`src/rtl/axi4_stream_shift_sched.sv`:
```
// rtl/axi4_stream_shift_sched.sv - per-packet shift scheduler for the byte shifter
//
// Purpose: queues byte-shift commands and admits exactly one upstream packet
// into the shifter per command. The shift value is held stable across each
// packet. The number of packets inside the shifter is bounded.
//
// Ports:
//   clk_i, rst_i          clock, synchronous active-high reset
//   cmd_valid_i/ready_o   shift command handshake, cmd_shift_i = byte shift
//   pkt_i_*               upstream AXI4-Stream slave side (pkt_i_tready out)
//   pkt_o_*               AXI4-Stream master side toward the shifter input
//   shift_o               shift value for the packet currently admitted
//   shf_t{valid,ready,last}_i  monitor taps on the shifter output stream
//   inflight_o            packets admitted but not yet drained by the shifter
//   pkt_cnt_o             packets released (wrapping)
//   busy_o                packet open, gap cycle, or packets in flight
//   err_o                 sticky: shifter drained a packet with none in flight
module axi4_stream_shift_sched #(
  parameter int DATA_WIDTH     = 32,
  parameter int ID_WIDTH       = 1,
  parameter int DEST_WIDTH     = 1,
  parameter int USER_WIDTH     = 1,
  parameter int DATA_WIDTH_B   = DATA_WIDTH / 8,
  parameter int DATA_WIDTH_B_W = $clog2(DATA_WIDTH_B),
  parameter int CMD_FIFO_DEPTH = 4,
  parameter int MAX_INFLIGHT   = 2
) (
  input  logic                              clk_i,
  input  logic                              rst_i,
  input  logic                              cmd_valid_i,
  output logic                              cmd_ready_o,
  input  logic [DATA_WIDTH_B_W-1:0]         cmd_shift_i,
  input  logic [DATA_WIDTH-1:0]             pkt_i_tdata,
  input  logic [DATA_WIDTH_B-1:0]           pkt_i_tkeep,
  input  logic [DATA_WIDTH_B-1:0]           pkt_i_tstrb,
  input  logic                              pkt_i_tlast,
  input  logic [ID_WIDTH-1:0]               pkt_i_tid,
  input  logic [DEST_WIDTH-1:0]             pkt_i_tdest,
  input  logic [USER_WIDTH-1:0]             pkt_i_tuser,
  input  logic                              pkt_i_tvalid,
  output logic                              pkt_i_tready,
  output logic [DATA_WIDTH-1:0]             pkt_o_tdata,
  output logic [DATA_WIDTH_B-1:0]           pkt_o_tkeep,
  output logic [DATA_WIDTH_B-1:0]           pkt_o_tstrb,
  output logic                              pkt_o_tlast,
  output logic [ID_WIDTH-1:0]               pkt_o_tid,
  output logic [DEST_WIDTH-1:0]             pkt_o_tdest,
  output logic [USER_WIDTH-1:0]             pkt_o_tuser,
  output logic                              pkt_o_tvalid,
  input  logic                              pkt_o_tready,
  output logic [DATA_WIDTH_B_W-1:0]         shift_o,
  input  logic                              shf_tvalid_i,
  input  logic                              shf_tready_i,
  input  logic                              shf_tlast_i,
  output logic [$clog2(MAX_INFLIGHT+1)-1:0] inflight_o,
  output logic [31:0]                       pkt_cnt_o,
  output logic                              busy_o,
  output logic                              err_o
);

  localparam int PTR_W  = $clog2(CMD_FIFO_DEPTH);
  localparam int CNT_W  = PTR_W + 1;
  localparam int INFL_W = $clog2(MAX_INFLIGHT + 1);

  localparam logic [1:0] ST_IDLE = 2'd0;
  localparam logic [1:0] ST_PASS = 2'd1;
  localparam logic [1:0] ST_GAP  = 2'd2;

  logic [1:0]                state_q, state_d;
  logic [DATA_WIDTH_B_W-1:0] fifo_mem_q [CMD_FIFO_DEPTH];
  logic [DATA_WIDTH_B_W-1:0] fifo_mem_d [CMD_FIFO_DEPTH];
  logic [PTR_W-1:0]          wr_ptr_q, wr_ptr_d, rd_ptr_q, rd_ptr_d;
  logic [CNT_W-1:0]          fifo_cnt_q, fifo_cnt_d;
  logic [DATA_WIDTH_B_W-1:0] shift_q, shift_d;
  logic [INFL_W-1:0]         inflight_q, inflight_d;
  logic [31:0]               pkt_cnt_q, pkt_cnt_d;
  logic                      err_q, err_d;

  logic fifo_full, push, start, pass, last_hs, shf_hs;

  // Payload fields pass straight through; only valid/ready are gated.
  assign pkt_o_tdata = pkt_i_tdata;
  assign pkt_o_tkeep = pkt_i_tkeep;
  assign pkt_o_tstrb = pkt_i_tstrb;
  assign pkt_o_tlast = pkt_i_tlast;
  assign pkt_o_tid   = pkt_i_tid;
  assign pkt_o_tdest = pkt_i_tdest;
  assign pkt_o_tuser = pkt_i_tuser;

  always_comb begin
    fifo_full    = (fifo_cnt_q == CNT_W'(CMD_FIFO_DEPTH));
    push         = cmd_valid_i && !fifo_full;
    pass         = (state_q == ST_PASS);
    // A command is only poppable once registered into the queue (no bypass).
    start        = (state_q == ST_IDLE) && (fifo_cnt_q != '0) &&
                   (inflight_q < INFL_W'(MAX_INFLIGHT));
    pkt_o_tvalid = pass && pkt_i_tvalid;
    pkt_i_tready = pass && pkt_o_tready;
    last_hs      = pass && pkt_i_tvalid && pkt_o_tready && pkt_i_tlast;
    shf_hs       = shf_tvalid_i && shf_tready_i && shf_tlast_i;
  end

  always_comb begin
    state_d = state_q;
    case (state_q)
      ST_IDLE: if (start) state_d = ST_PASS;
      ST_PASS: if (last_hs) state_d = ST_GAP;
      ST_GAP:  state_d = ST_IDLE;
      default: state_d = ST_IDLE;
    endcase
  end

  always_comb begin
    fifo_mem_d = fifo_mem_q;
    wr_ptr_d   = wr_ptr_q;
    rd_ptr_d   = rd_ptr_q;
    fifo_cnt_d = fifo_cnt_q;
    shift_d    = shift_q;
    pkt_cnt_d  = pkt_cnt_q;
    if (push) begin
      fifo_mem_d[wr_ptr_q] = cmd_shift_i;
      wr_ptr_d             = wr_ptr_q + PTR_W'(1);
    end
    if (start) begin
      shift_d   = fifo_mem_q[rd_ptr_q];
      rd_ptr_d  = rd_ptr_q + PTR_W'(1);
      pkt_cnt_d = pkt_cnt_q + 32'd1;
    end
    if (push && !start) fifo_cnt_d = fifo_cnt_q + CNT_W'(1);
    else if (!push && start) fifo_cnt_d = fifo_cnt_q - CNT_W'(1);
  end

  // Admission into the shifter and drain out of it cancel when simultaneous.
  always_comb begin
    inflight_d = inflight_q;
    err_d      = err_q;
    if (last_hs && !shf_hs) begin
      inflight_d = inflight_q + INFL_W'(1);
    end else if (!last_hs && shf_hs) begin
      if (inflight_q == '0) err_d = 1'b1;
      else inflight_d = inflight_q - INFL_W'(1);
    end
  end

  always_ff @(posedge clk_i) begin
    fifo_mem_q <= fifo_mem_d;
    if (rst_i) begin
      state_q    <= ST_IDLE;
      wr_ptr_q   <= '0;
      rd_ptr_q   <= '0;
      fifo_cnt_q <= '0;
      shift_q    <= '0;
      inflight_q <= '0;
      pkt_cnt_q  <= '0;
      err_q      <= 1'b0;
    end else begin
      state_q    <= state_d;
      wr_ptr_q   <= wr_ptr_d;
      rd_ptr_q   <= rd_ptr_d;
      fifo_cnt_q <= fifo_cnt_d;
      shift_q    <= shift_d;
      inflight_q <= inflight_d;
      pkt_cnt_q  <= pkt_cnt_d;
      err_q      <= err_d;
    end
  end

  assign cmd_ready_o = !fifo_full;
  assign shift_o     = shift_q;
  assign inflight_o  = inflight_q;
  assign pkt_cnt_o   = pkt_cnt_q;
  assign err_o       = err_q;
  assign busy_o      = (state_q != ST_IDLE) || (inflight_q != '0);

endmodule

```
`config.mk`:
```
export PLATFORM = sky130hd
export DESIGN_NAME = axi4_stream_shift_sched
export DESIGN_NICKNAME = d
export VERILOG_FILES = /design/src/rtl/axi4_stream_shift_sched.sv
export SDC_FILE = /design/constraint.sdc
export NUM_CORES = 1
export LEC_CHECK = 0
export BUFFER_PORTS_ARGS = -buffer_cell sky130_fd_sc_hd__buf_2
export CORE_MARGIN = 1
export CORE_UTILIZATION = 42
export DETAILED_ROUTE_END_ITERATION = 10
export PLACE_DENSITY = 0.78
export SLEW_MARGIN = 20
export SYNTH_ARGS = -nofsm -noshare
export SYNTH_HDL_FRONTEND = slang
export SYNTH_SLANG_ARGS = --single-unit
export TNS_END_PERCENT = 1
```
`constraint.sdc`:
```
create_clock -name clk_i -period 2.6 [get_ports clk_i]
set_input_delay 0.13 -clock clk_i [delete_from_list [all_inputs] [get_ports clk_i]]
set_output_delay 0.13 -clock clk_i [all_outputs]
set_load 0.02 [all_outputs]
```
---- Word level (Yosys, flattened, before mapping) ----
Cells that the tools add are included.
storage, ports and cells
  bits in registers ....................... 54
  output and inout bits ................... 85
cells by class
  $add $sub $neg .......................... 7
  mux-type cells .......................... 14
  eq/ne operators ......................... 5
  reduce and logical (&&, ||, !) cells .... 30
  bitwise operators ....................... 3
  $lt $le $gt $ge ......................... 4
operator list
  kind                     count
  $add A32 B1 Y32 const B  1
  $mux W2                  8
  $logic_and A1 B1 Y1      14
  $bwmux W8                1
  $reduce_bool A2 Y1       4
  $add A2 B1 Y2 const B    3
  $ge A3 B3 Y1 const B     2
  $mux W3                  2
  $not A2 Y3               2
  $logic_not A1 Y1         5
  $bmux W2 S2              1
  $demux W2 S2             1
  $logic_not A2 Y1         2
  $ne A2 B2 Y1 const B     2
  $pmux W2 S2              1
  $reduce_and A2 Y1        2
  $add A3 B1 Y3 const B    1
  $eq A3 B3 Y1 const B     1
  $lt A3 B1 Y1 const B     1
  $reduce_and A3 Y1        1
  $reduce_bool A3 Y1       1
  $sub A3 B1 Y3 const B    1
  $eq A2 B1 Y1 const B     1
  $lt A2 B2 Y1 const B     1
  other kinds (4)          4

---- Depth between registers and ports, before layout ----
Gate-level depths: netlist of the first run.
  depth after elaboration ................. 8
  mapped depth ............................ 10
  mapped depth without buffers ............ 9

---- Least setup slack after synthesis of the first run ----
No wires, ideal clock.
  path type ............................... register -> register
  start ................................... register fifo_cnt_q[0]
  end ..................................... register fifo_cnt_q[2]
  required time ........................... 2530 ps
  stages on the path, launching flop included .. 10
  slack ................................... 124 ps
  clock period less this slack ............ 2476 ps
  arrival time ............................ 2406 ps
  library setup time ...................... 70 ps
  path through ............................ dfxtp_1 > nor3_1 > nor2_1 > inv_1 > ha_1 > inv_1 > fa_1 > xor2_1 > or3_1 > a21oi_1
between the ends
  cells in the longest elaborated chain, start to end .. 6
  elaborated cells on any way between the ends .. 15
ends and longest elaborated chain
  item                                                                   line  source
  start: declaration                                                     73    logic [CNT_W-1:0] fifo_cnt_q, fifo_cnt_d;
  start signal: assignment                                               160   fifo_cnt_q <= fifo_cnt_d;
  parallel branches: the longest is 6 deep, another holds $sub A3 B1 Y3  n/a
Parallel ways; which one is timed is not known. The select of a mux whose other input is x is not followed.
A chain may end at the register's enable or synchronous reset.

---- Worst setup path after layout of the first run ----
  start ................................... register fifo_cnt_q[2]
  end ..................................... register fifo_cnt_q[2]
Same word-level chain as after synthesis.

==> out/results.ini, run 1 <==
[global_route]
grt_max_degree=32
grt.overflow.total=0
grt_pass1_vias=2285
antenna_found_initial=0
grt_usage_pct=17.4
grt_pass1_wl_mm=10.3

[sta]
finalHoldViolations=0
finalCritPeriodShare_pct=88.9
grt_setup_unrepaired=false
drv_slew=0
final.setup.tns_ns=0
tightest_slew_ns=0.573
setup_violations=0
hold-worst-slack_ns=0.0296
fin_crit_ns=2.31
max_freq_mhz=433
clock_skew_ns=0.00736
slew_headroom_pct=61.8

[clock_tree]
cts-hold-fix-buffers=0
clock_sinks=54
cts_tree=built
post_cts_resize_count=0
cts_root_buffer=clkbuf_8
post_cts_buffers=0
clk_latency_ns=0.31
ctsHtreeMaxLevel=2
cts_buffer_depth=2
cts_buffers=5
clk_pin_slew_ns=0.10

[critical_path]
cp-end-kind=flip-flop
path_max_fanout=8
cp.required_ns=2.84
crit_type=reg2reg
reg2reg_slack_ns=0.29
worstPathArrival_ns=2.55
startpoint_type=flip-flop

[final_layout]
antenna_cells=0
layout_common_cells=buf_2 (52), dfxtp_1 (46), a21oi_1 (27)
fin_cells=422
fin_area_um2=3050
final_common_cell=buf_2
fill_cells=672
drive_above_1_share_pct=21.6
multi_input_comb_area_um2=1350
syn_to_final_growth_pct=4.06
num-nets-final=404
regArea_um2=1160

[die]
start_util_pct=43.4
dieArea_um2=7310
rows=30
pin_count=139
core_area_um2=6760
die_h_um=85.5
fp.dieW_um=85.5

[synth]
synthCells=331
synth_edf_count=8
ys_seq_elements=54
async_reset_ff_share_pct=0
syn_nets=394
ys_seq_area_share_pct=39.6
synthFlopType=dfxtp_1
synth_cell_types=37
synth.cell_area_um2=2930
synth_warnings=0
synth.avg_cell_area_um2=8.85

[route]
routed_via_density=5.80
ant_nets=0
firstDrtPassIters=5
wl_mm=6.25
drtIter0Drc=161
post-route-drc-count=0
via_count=2446
drt-wirelength-per-cell_um=14.8

[placement]
place.gp.congestion=0.851
io_buffers=52
dpl.cell_count=414
placed_area_um2=2950
hpwl_mm=4.66

[pwr]
leakagePower_nw=1.18
powerDensity_nw_per_um2=678
ir_drop_uv=577

[worst_hold_path]
hold_path.class=in2reg

[outcome]
status=completed

[flow_run]
cap_viol_max_count=0

-- sequential cells by signal (all words and copies together), names as in the netlist --
name        flops
fifo_cnt_q      3
rd_ptr_q        2
shift_o         2
inflight_o      2
state_q         2
err_o           1
wr_ptr_q        2
fifo_mem_q      8
pkt_cnt_o      32
-- power breakdown --
part           switching (mW)  internal (mW)  total [mW]
clock network           0.290          0.195       0.485
registers              0.0765          0.924        1.00
logic                   0.334          0.246       0.580
-- final timing paths --
path | startpoint | cells after the start | to
setup / recovery | fifo_cnt_q[2] | 10 | fifo_cnt_q[2]
hold / removal | cmd_shift_i[1] | 1 | fifo_mem_q[3]
setup reg to reg | fifo_cnt_q[2] | 10 | fifo_cnt_q[2]
hold reg to reg | shift_o[1] | 2 | shift_o[1]
-- through the flow --
stage          utilization [%]  power, mW  setup WS, ns
2_1_floorplan                -       1.50         0.124
3_3_place_gp              43.7       1.56         0.393
3_5_place_dp              43.7       1.60         0.290
4_1_cts                   45.1       2.08         0.274
5_1_grt                   45.1       2.18         0.130
6_report                  45.1       2.07         0.289
-- cells by family (layout without fill, tap and decap cells) --
group,after synthesis,count (layout),share of synthesized area (%)
xor gates and xnor gates,13,13,3.89
and+or+nand+nor,130,130,24.4
AOI/OAI and AO/OA,51,51,9.78
buffers and inverters,66,77,14.4
DFF,54,54,39.6
adders and majority gates,9,9,4.10
muxes,8,8,3.76
-- critical path, stage by stage (launching register included) --
cell and delay, ns:
dfxtp_1 0.38, nor3_1 0.21, buf_4 0.17, nor2_1 0.06, inv_1 0.12, ha_1 0.20, inv_1 0.07, fa_1 0.37
xor2_1 0.18, or3_1 0.31, a21oi_1 0.17
-- cells in the mapped netlist (7+ instances only) --
cell type  instances  area, um^2
clkbuf_1           7        26.3
o31ai_1           10        75.1
a21oi_1           27         135
o21ai_0           12        60.1
nand4_1           13        81.3
or4_1             13        97.6
edfxtp_1           8         240
nand2_1           19        71.3
or3_1             13        81.3
xnor2_1            7        61.3
nor2_1            26        97.6
buf_4             44         330
inv_1             11        41.3
nor2b_1            7        43.8
nand3_1           10        50.1
ha_1               8         100
dfxtp_1           46         921
-- final cells by class --
| cell class | instances | area share (%) |
|---|---|---|
| Timing Repair Buffer | 58 | 10.0 |
| Sequential cell | 54 | 38.1 |
| Clock inverter | 3 | 0.821 |
| Tap cell | 80 | 3.28 |
| Clock buffer | 5 | 2.26 |
| Multi-Input combinational cell | 211 | 44.2 |
| Inverter | 11 | 1.35 |
-- layer usage --
| metal | GRT usage (%) | routed length, um |
|---|---|---|
| met5 | 0 | 0 |
| met4 | 6.36 | 103 |
| met3 | 5.49 | 551 |
| met2 | 29.8 | 3010 |
| met1 | 20.5 | 2590 |
(Power assumes the default switching activity.)
==> inputs of run 2 (changes only) <==
Settings changed: ABC_AREA from default to 1, CORE_UTILIZATION 42 to 43.
==> run 2 against run 1 <==
Final area rose by 9.5%. Count of clock-buffer cells in the layout did not move. Via count up 16%. Critical path depth up 1. First-iteration DRC count up 9.9%. Flip-flop and latch count unchanged. Worst setup slack improved by 0.26 ns. Clock skew down 0.00069 ns. Final cell count is 36% higher. Power up 3.2%. Largest cell class unchanged. Largest power group unchanged. Highest routed layer unchanged.
==> out/results.ini, run 2 <==
[outcome]
status=completed

[critical_path]
cp-end-kind=flip-flop
crit_family=simple AND/OR/NAND/NOR gates
cp.required_ns=2.85  ; about the same
startpoint_type=flip-flop
path_max_fanout=12  ; +4
crit_path_cell_trace=inv_1 -> nand3_1 -> nand2_4 -> ha_1 -> inv_1 -> fa_1 -> nor2_1 -> nor2_1 -> nand2_1 -> o21ai_0 -> a21oi_1
worst-path-buf-inv=2  ; -1
cpMaxStageDelayCell=fa_1
max_stage_delay_ns=0.39  ; about the same
crit_type=reg2reg
worstPathArrival_ns=2.30  ; -0.25 ns

[synth]
synthCells=465  ; +40%
synth-simple-area-share_pct=29.9  ; +5.5 points
synth_xor_area_share_pct=1.37  ; -2.5 points
synthFlopType=dfxtp_1
synth_top_family_by_area=simple AND/OR/NAND/NOR gates
ys_seq_elements=54  ; unchanged
synth_edf_count=8  ; unchanged
synth_top_area_share_pct=28.7  ; -2.7 points
synth.avg_cell_area_um2=6.89  ; -22%
synth_compound_area_share_pct=8.51  ; -1.3 points
synth_most_common_cell=nand2_1
synth_warnings=0  ; unchanged
syn_nets=528  ; +34%
synth_cell_types=31  ; -16%
synthAdderAreaFrac_pct=3.75  ; -0.35 points
synth.cell_area_um2=3200  ; +9.4%
synthTopCellsByArea=dfxtp_1 (29%), buf_4 (10%), nand2_1 (9.4%)
synth_common_cells=nand2_1 (80), nor2_1 (78), inv_1 (75)
ys_seq_area_share_pct=36.2  ; -3.4 points
async_reset_ff_share_pct=0  ; unchanged
yosys.area.top_type=dfxtp_1
muxShareOfSynthArea_pct=0  ; -3.8 points

[route]
routed_via_density=4.93  ; -15%
via_count=2839  ; +16%
drtIter0Drc=177  ; +9.9%
ant_nets=0  ; unchanged
wl_mm=7.21  ; +15%
firstDrtPassIters=5  ; unchanged
post-route-drc-count=0  ; unchanged
drt-wirelength-per-cell_um=12.5  ; -15%

[die]
core_area_um2=7210  ; +6.8%
die_h_um=88.3  ; +3.3%
rows=31  ; +3.3%
pin_count=139  ; unchanged
fp.dieW_um=88.3  ; +3.3%
dieArea_um2=7800  ; +6.7%
start_util_pct=44.4  ; +1.1 points

[global_route]
grt_max_degree=27  ; -16%
antenna_found_initial=0  ; unchanged
grt_usage_pct=19.3  ; +1.9 points
grt_pass1_wl_mm=11.6  ; +12%
grt.overflow.total=0  ; unchanged
grt_pass1_vias=2648  ; +16%

[sta]
fin_crit_ns=2.05  ; -0.259 ns
slew_headroom_pct=50.9  ; -11 points
final.setup.tns_ns=0  ; unchanged
drv_slew=0  ; unchanged
tightest_slew_ns=0.736  ; +0.163 ns
finalCritPeriodShare_pct=78.9  ; -10 points
grt_setup_unrepaired=false
finalHoldViolations=0  ; unchanged
hold-worst-slack_ns=0.0303  ; +0.000790 ns
clock_skew_ns=0.00667  ; -0.000689 ns
max_freq_mhz=487  ; +13%
setup_violations=0  ; unchanged

[final_layout]
antenna_cells=0  ; unchanged
num-nets-final=539  ; +33%
syn_to_final_growth_pct=4.14  ; about the same
layout_common_cells=nand2_1 (80), nor2_1 (78), inv_1 (75)
largest_reg_flops=32  ; unchanged
fin_cells=576  ; +36%
drive_above_1_share_pct=16.1  ; -5.5 points
final_common_cell=nand2_1

[clock_tree]
clk_pin_slew_ns=0.10  ; about the same
cts_tree=built
ctsHtreeMaxLevel=2  ; unchanged
post_cts_resize_count=0  ; unchanged
cts_root_buffer=clkbuf_8
clk_latency_ns=0.31  ; about the same
cts-hold-fix-buffers=0  ; unchanged
cts_buffers=5  ; unchanged
post_cts_buffers=0  ; unchanged
clock_sinks=54  ; unchanged
cts_buffer_depth=2  ; unchanged

[placement]
dpl.cell_count=568  ; +37%
io_buffers=52  ; unchanged
place.gp.congestion=0.903  ; +6.1%
hpwl_mm=5.63  ; +21%

[pwr]
leakagePower_nw=1.50  ; +27%
ir_drop_uv=434  ; -25%
powerDensity_nw_per_um2=639  ; -5.8%

[worst_hold_path]
hold_path.class=in2reg

[flow_run]
cap_viol_max_count=0  ; unchanged

run 2: cell count changes after synthesis, sizes merged, moves of 7 or more:
cell,before,now
inv,11,75
nor2b,7,0
o21ai,12,27
o31ai,10,0
or4,14,0
a21oi,27,19
nor2,26,88
nand3,10,32
nand2,19,82
or3,13,0
run 2: worst paths after layout:
check                                     from       endpoint  slack (ns)  cells after the start
worst max register to register   fifo_cnt_q[0]  fifo_cnt_q[2]        0.55                     11
worst max-delay path             fifo_cnt_q[0]  fifo_cnt_q[2]        0.55                     11
worst min register to register           err_o          err_o        0.48                      2
worst min-delay path            cmd_shift_i[0]  fifo_mem_q[4]        0.03                      1
run 2: final cells by class:
cell class | instances | area (um^2)
clock buffer | 5 | 68.8
fill | 751 | 3880
inverter | 76 | 287
sequential | 54 | 1160
tap | 99 | 124
timing repair buffer | 54 | 275
clock inverter | 3 | 25.0
multi-input combinational | 285 | 1400
run 2: logic make-up (layout without fill, tap and decap cells):
| logic type | Yosys count | count (layout) |
|---|---|---|
| AND/OR/NAND/NOR | 219 | 219 |
| buffers and inverters | 126 | 138 |
| flip-flops | 54 | 54 |
| AO/OA/AOI/OAI | 52 | 52 |
| adder cells (fa/ha/maj) | 9 | 9 |
| XOR/XNOR | 5 | 5 |
run 2: power breakdown:
part | switching, mW | leakage [nW] | internal, mW | total (mW)
clock network | 0.293 | 0.0447 | 0.195 | 0.488
registers | 0.0674 | 0.447 | 0.940 | 1.01
logic | 0.438 | 1.01 | 0.197 | 0.635
total | 0.799 | 1.50 | 1.33 | 2.13
run 2: per-stage QoR:
stage | setup WS (ns) | power [mW] | utilization (%) | area [um^2]
finish | 0.548 | 2.13 | 46.3 | 3340
CTS | 0.541 | 2.14 | 46.3 | 3340
floorplan | 0.610 | 1.60 | - | 3200
global route | 0.323 | 2.27 | 46.3 | 3340
detailed placement | 0.559 | 1.66 | 45.0 | 3240
global placement | 0.678 | 1.63 | 45.0 | 3240
run 2: per-layer routing:
metal	vias up	wire length, um	global-route usage [%]
met2	118	3410	34.1
met5	-	0	0
met1	1267	3010	22.5
met4	0	212	8.65
li1	1429	-	-
met3	25	566	3.92
==> inputs of run 3 (changes only) <==
Settings changed: ABC_AREA 1 to 0, CORE_UTILIZATION 43 to 47, PLACE_DENSITY 0.78 to 0.83.
Clock period 2.6 ns to 1.9 ns, I/O delays scaled along.
==> run 3 against run 2 <==
The flow now finishes with violations (negative setup slack). Largest power group unchanged. Routed wire length down 2.5%. Highest routed layer unchanged. Worst hold slack got worse by 0.023 ns. Sequential share of layout area decreased by 2.0 points. Combinational power grew 72%. Clock power increased by 35%. Final cell count down 19%. Core utilization up 14 points. Final area is 7.2% higher. Worst setup slack got worse by 0.74 ns. Non-clock buffer count rose by 50. Global-route usage up 2.9 points. Flip-flop and latch count unchanged.
==> out/results.ini, run 3 (synthesis results as in run 1) <==
[outcome]
status=finished, violations left
violations=negative setup slack

[critical_path]
cp-end-kind=flip-flop
worst-path-buf-inv=0  ; -2
cp.required_ns=2.14  ; -0.71 ns
reg2reg_from=state_q[0]
crit_family=simple AND/OR/NAND/NOR gates
r2r_cells=4  ; -7
max_stage_delay_ns=0.60  ; +0.21 ns
worstPathArrival_ns=2.33  ; +0.03 ns
cpMaxStageDelayCell=or4_4
crit_path_cell_trace=or3_4 -> or4_4 -> or4_1 -> a21oi_1
path_max_fanout=6  ; -6
crit_type=reg2reg
startpoint_type=flip-flop
r2r_end=pkt_cnt_o[16]
reg2reg_slack_ns=-0.19  ; -0.74 ns

[route]
firstDrtPassIters=4  ; -1
routed_via_density=5.72  ; +16%
drtIter0Drc=134  ; -24%
wl_mm=7.03  ; -2.5%
via_count=2654  ; -6.5%
post-route-drc-count=0  ; unchanged
drt-wirelength-per-cell_um=15.2  ; +21%
ant_nets=0  ; unchanged

[die]
die_h_um=80.9  ; -8.4%
rows=28  ; -9.7%
core_area_um2=5960  ; -17%
start_util_pct=49.2  ; +4.8 points
dieArea_um2=6550  ; -16%
pin_count=139  ; unchanged
fp.dieW_um=80.9  ; -8.4%

[sta]
max_freq_mhz=479  ; -1.8%
setup_violations=20  ; +20
hold-worst-slack_ns=0.00745  ; -0.0229 ns
clock_skew_ns=0.0102  ; +0.00348 ns
tightest_slew_ns=0.605  ; -0.131 ns
fin_crit_ns=2.09  ; +0.0374 ns
drv_slew=0  ; unchanged
finalHoldViolations=0  ; unchanged
worst_slack_ns=-0.189  ; -0.737 ns
grt_setup_unrepaired=true
finalCritPeriodShare_pct=110  ; +31 points
slew_headroom_pct=59.7  ; +8.8 points

[final_layout]
final_util_pct=60.1  ; +14 points
final_common_cell=buf_2
num-nets-final=451  ; -16%
syn_to_final_growth_pct=22.1
largest_reg_flops=32  ; unchanged
fill_cells=523  ; -30%
layout_common_cells=buf_2 (52), buf_4 (48), dfxtp_1 (39)
drive_above_1_share_pct=38.8  ; +23 points
antenna_cells=0  ; unchanged

[clock_tree]
cts_buffer_depth=2  ; unchanged
ctsHtreeMaxLevel=2  ; unchanged
cts_root_buffer=clkbuf_8
cts_buffers=5  ; unchanged
cts_tree=built
clk_pin_slew_ns=0.10  ; about the same
clk_latency_ns=0.32  ; about the same
clock_sinks=54  ; unchanged

[worst_hold_path]
hold_path.class=in2reg
worstHoldStart=cmd_shift_i[0]
hold_depth=1  ; unchanged
holdPathEnd=fifo_mem_q[2]

[global_route]
grt.overflow.total=0  ; unchanged
grt_usage_pct=22.2  ; +2.9 points
antenna_found_initial=0  ; unchanged
met2_usage_pct=39.5  ; +5.4 points
grt-busiest-layer=met2
grt_max_degree=33  ; +22%
met1_usage_pct=25.8  ; +3.3 points
grt_pass1_wl_mm=11.3  ; -2.1%
grt_pass1_vias=2578  ; -2.6%
use_met3_pct=4.49  ; +0.58 points

[pwr]
powerDensity_nw_per_um2=872  ; +36%
leakagePower_nw=1.46  ; -2.7%
ir_drop_uv=772  ; +78%

[placement]
io_buffers=52  ; unchanged
hpwl_mm=4.98  ; -12%
place.gp.congestion=0.817  ; -9.5%

[flow_run]
cap_viol_max_count=0  ; unchanged

-- run 3: per-layer routing --
metal,wire (um),vias to the layer above
met4,143,0
met2,3550,97
li1,-,1255
met5,0,-
met3,454,20
met1,2880,1282
-- run 3: final cells by class --
type | count | area (um^2) | area share [%]
clock inverters | 3 | 20.0 | 0.560
repair buffers | 104 | 664 | 18.6
well taps | 75 | 93.8 | 2.62
multi-input cells | 212 | 1520 | 42.4
inverters | 11 | 41.3 | 1.15
flip-flops and latches | 54 | 1170 | 32.8
clock buffers | 5 | 68.8 | 1.92
-- run 3: power breakdown --
part	switching, mW	leakage [nW]	internal, mW
Combinational	0.552	0.966	0.539
Sequential	0.0962	0.449	1.27
Clock	0.397	0.0422	0.261
-- run 3: how the worst max path moves through the flow --
stage	to	cells past startpoint	slack, ns	from
final	pkt_cnt_o[16]	4	-0.19	state_q[0]
after global routing	fifo_cnt_q[2]	10	-0.25	state_q[0]
after CTS	pkt_cnt_o[16]	4	-0.17	inflight_o[1]
after detailed placement	pkt_cnt_o[13]	4	-0.20	state_q[0]
after global placement	pkt_cnt_o[10]	5	-0.11	state_q[0]
after floorplan	pkt_cnt_o[22]	6	-0.12	inflight_o[1]
-- run 3: worst reg2reg max path: cells and delay by family, from the launching register on --
| family | cells | cell delay [ns] |
|---|---|---|
| simple gates | 3 | 1.56 |
| compound gates | 1 | 0.13 |
| flops | 1 | 0.34 |
-- run 3: per-stage QoR --
stage                     setup slack, ns  power [mW]  setup TNS (ns)  cell area, um^2  cells
after global placement             -0.110        2.32           -1.36             3310    450
after global routing               -0.251        3.30           -3.28             3580    464
after detailed placement           -0.204        2.36           -2.60             3310    450
final                              -0.189        3.12           -2.14             3580    464
after floorplan                    -0.123        2.15           -1.41             2990    331
after CTS                          -0.174        3.06           -2.01             3470    462
-- run 3: timing repair --
item | CTS | global route
endpoints found under the hold margin | 4 | 0
cloned | 1 | 0
resized for setup | 8 | 20
setup endpoints to repair | 23 | 25
buffers inserted | 2 | 2
pin swaps | 7 | 13
hold buffers | 1 | 0
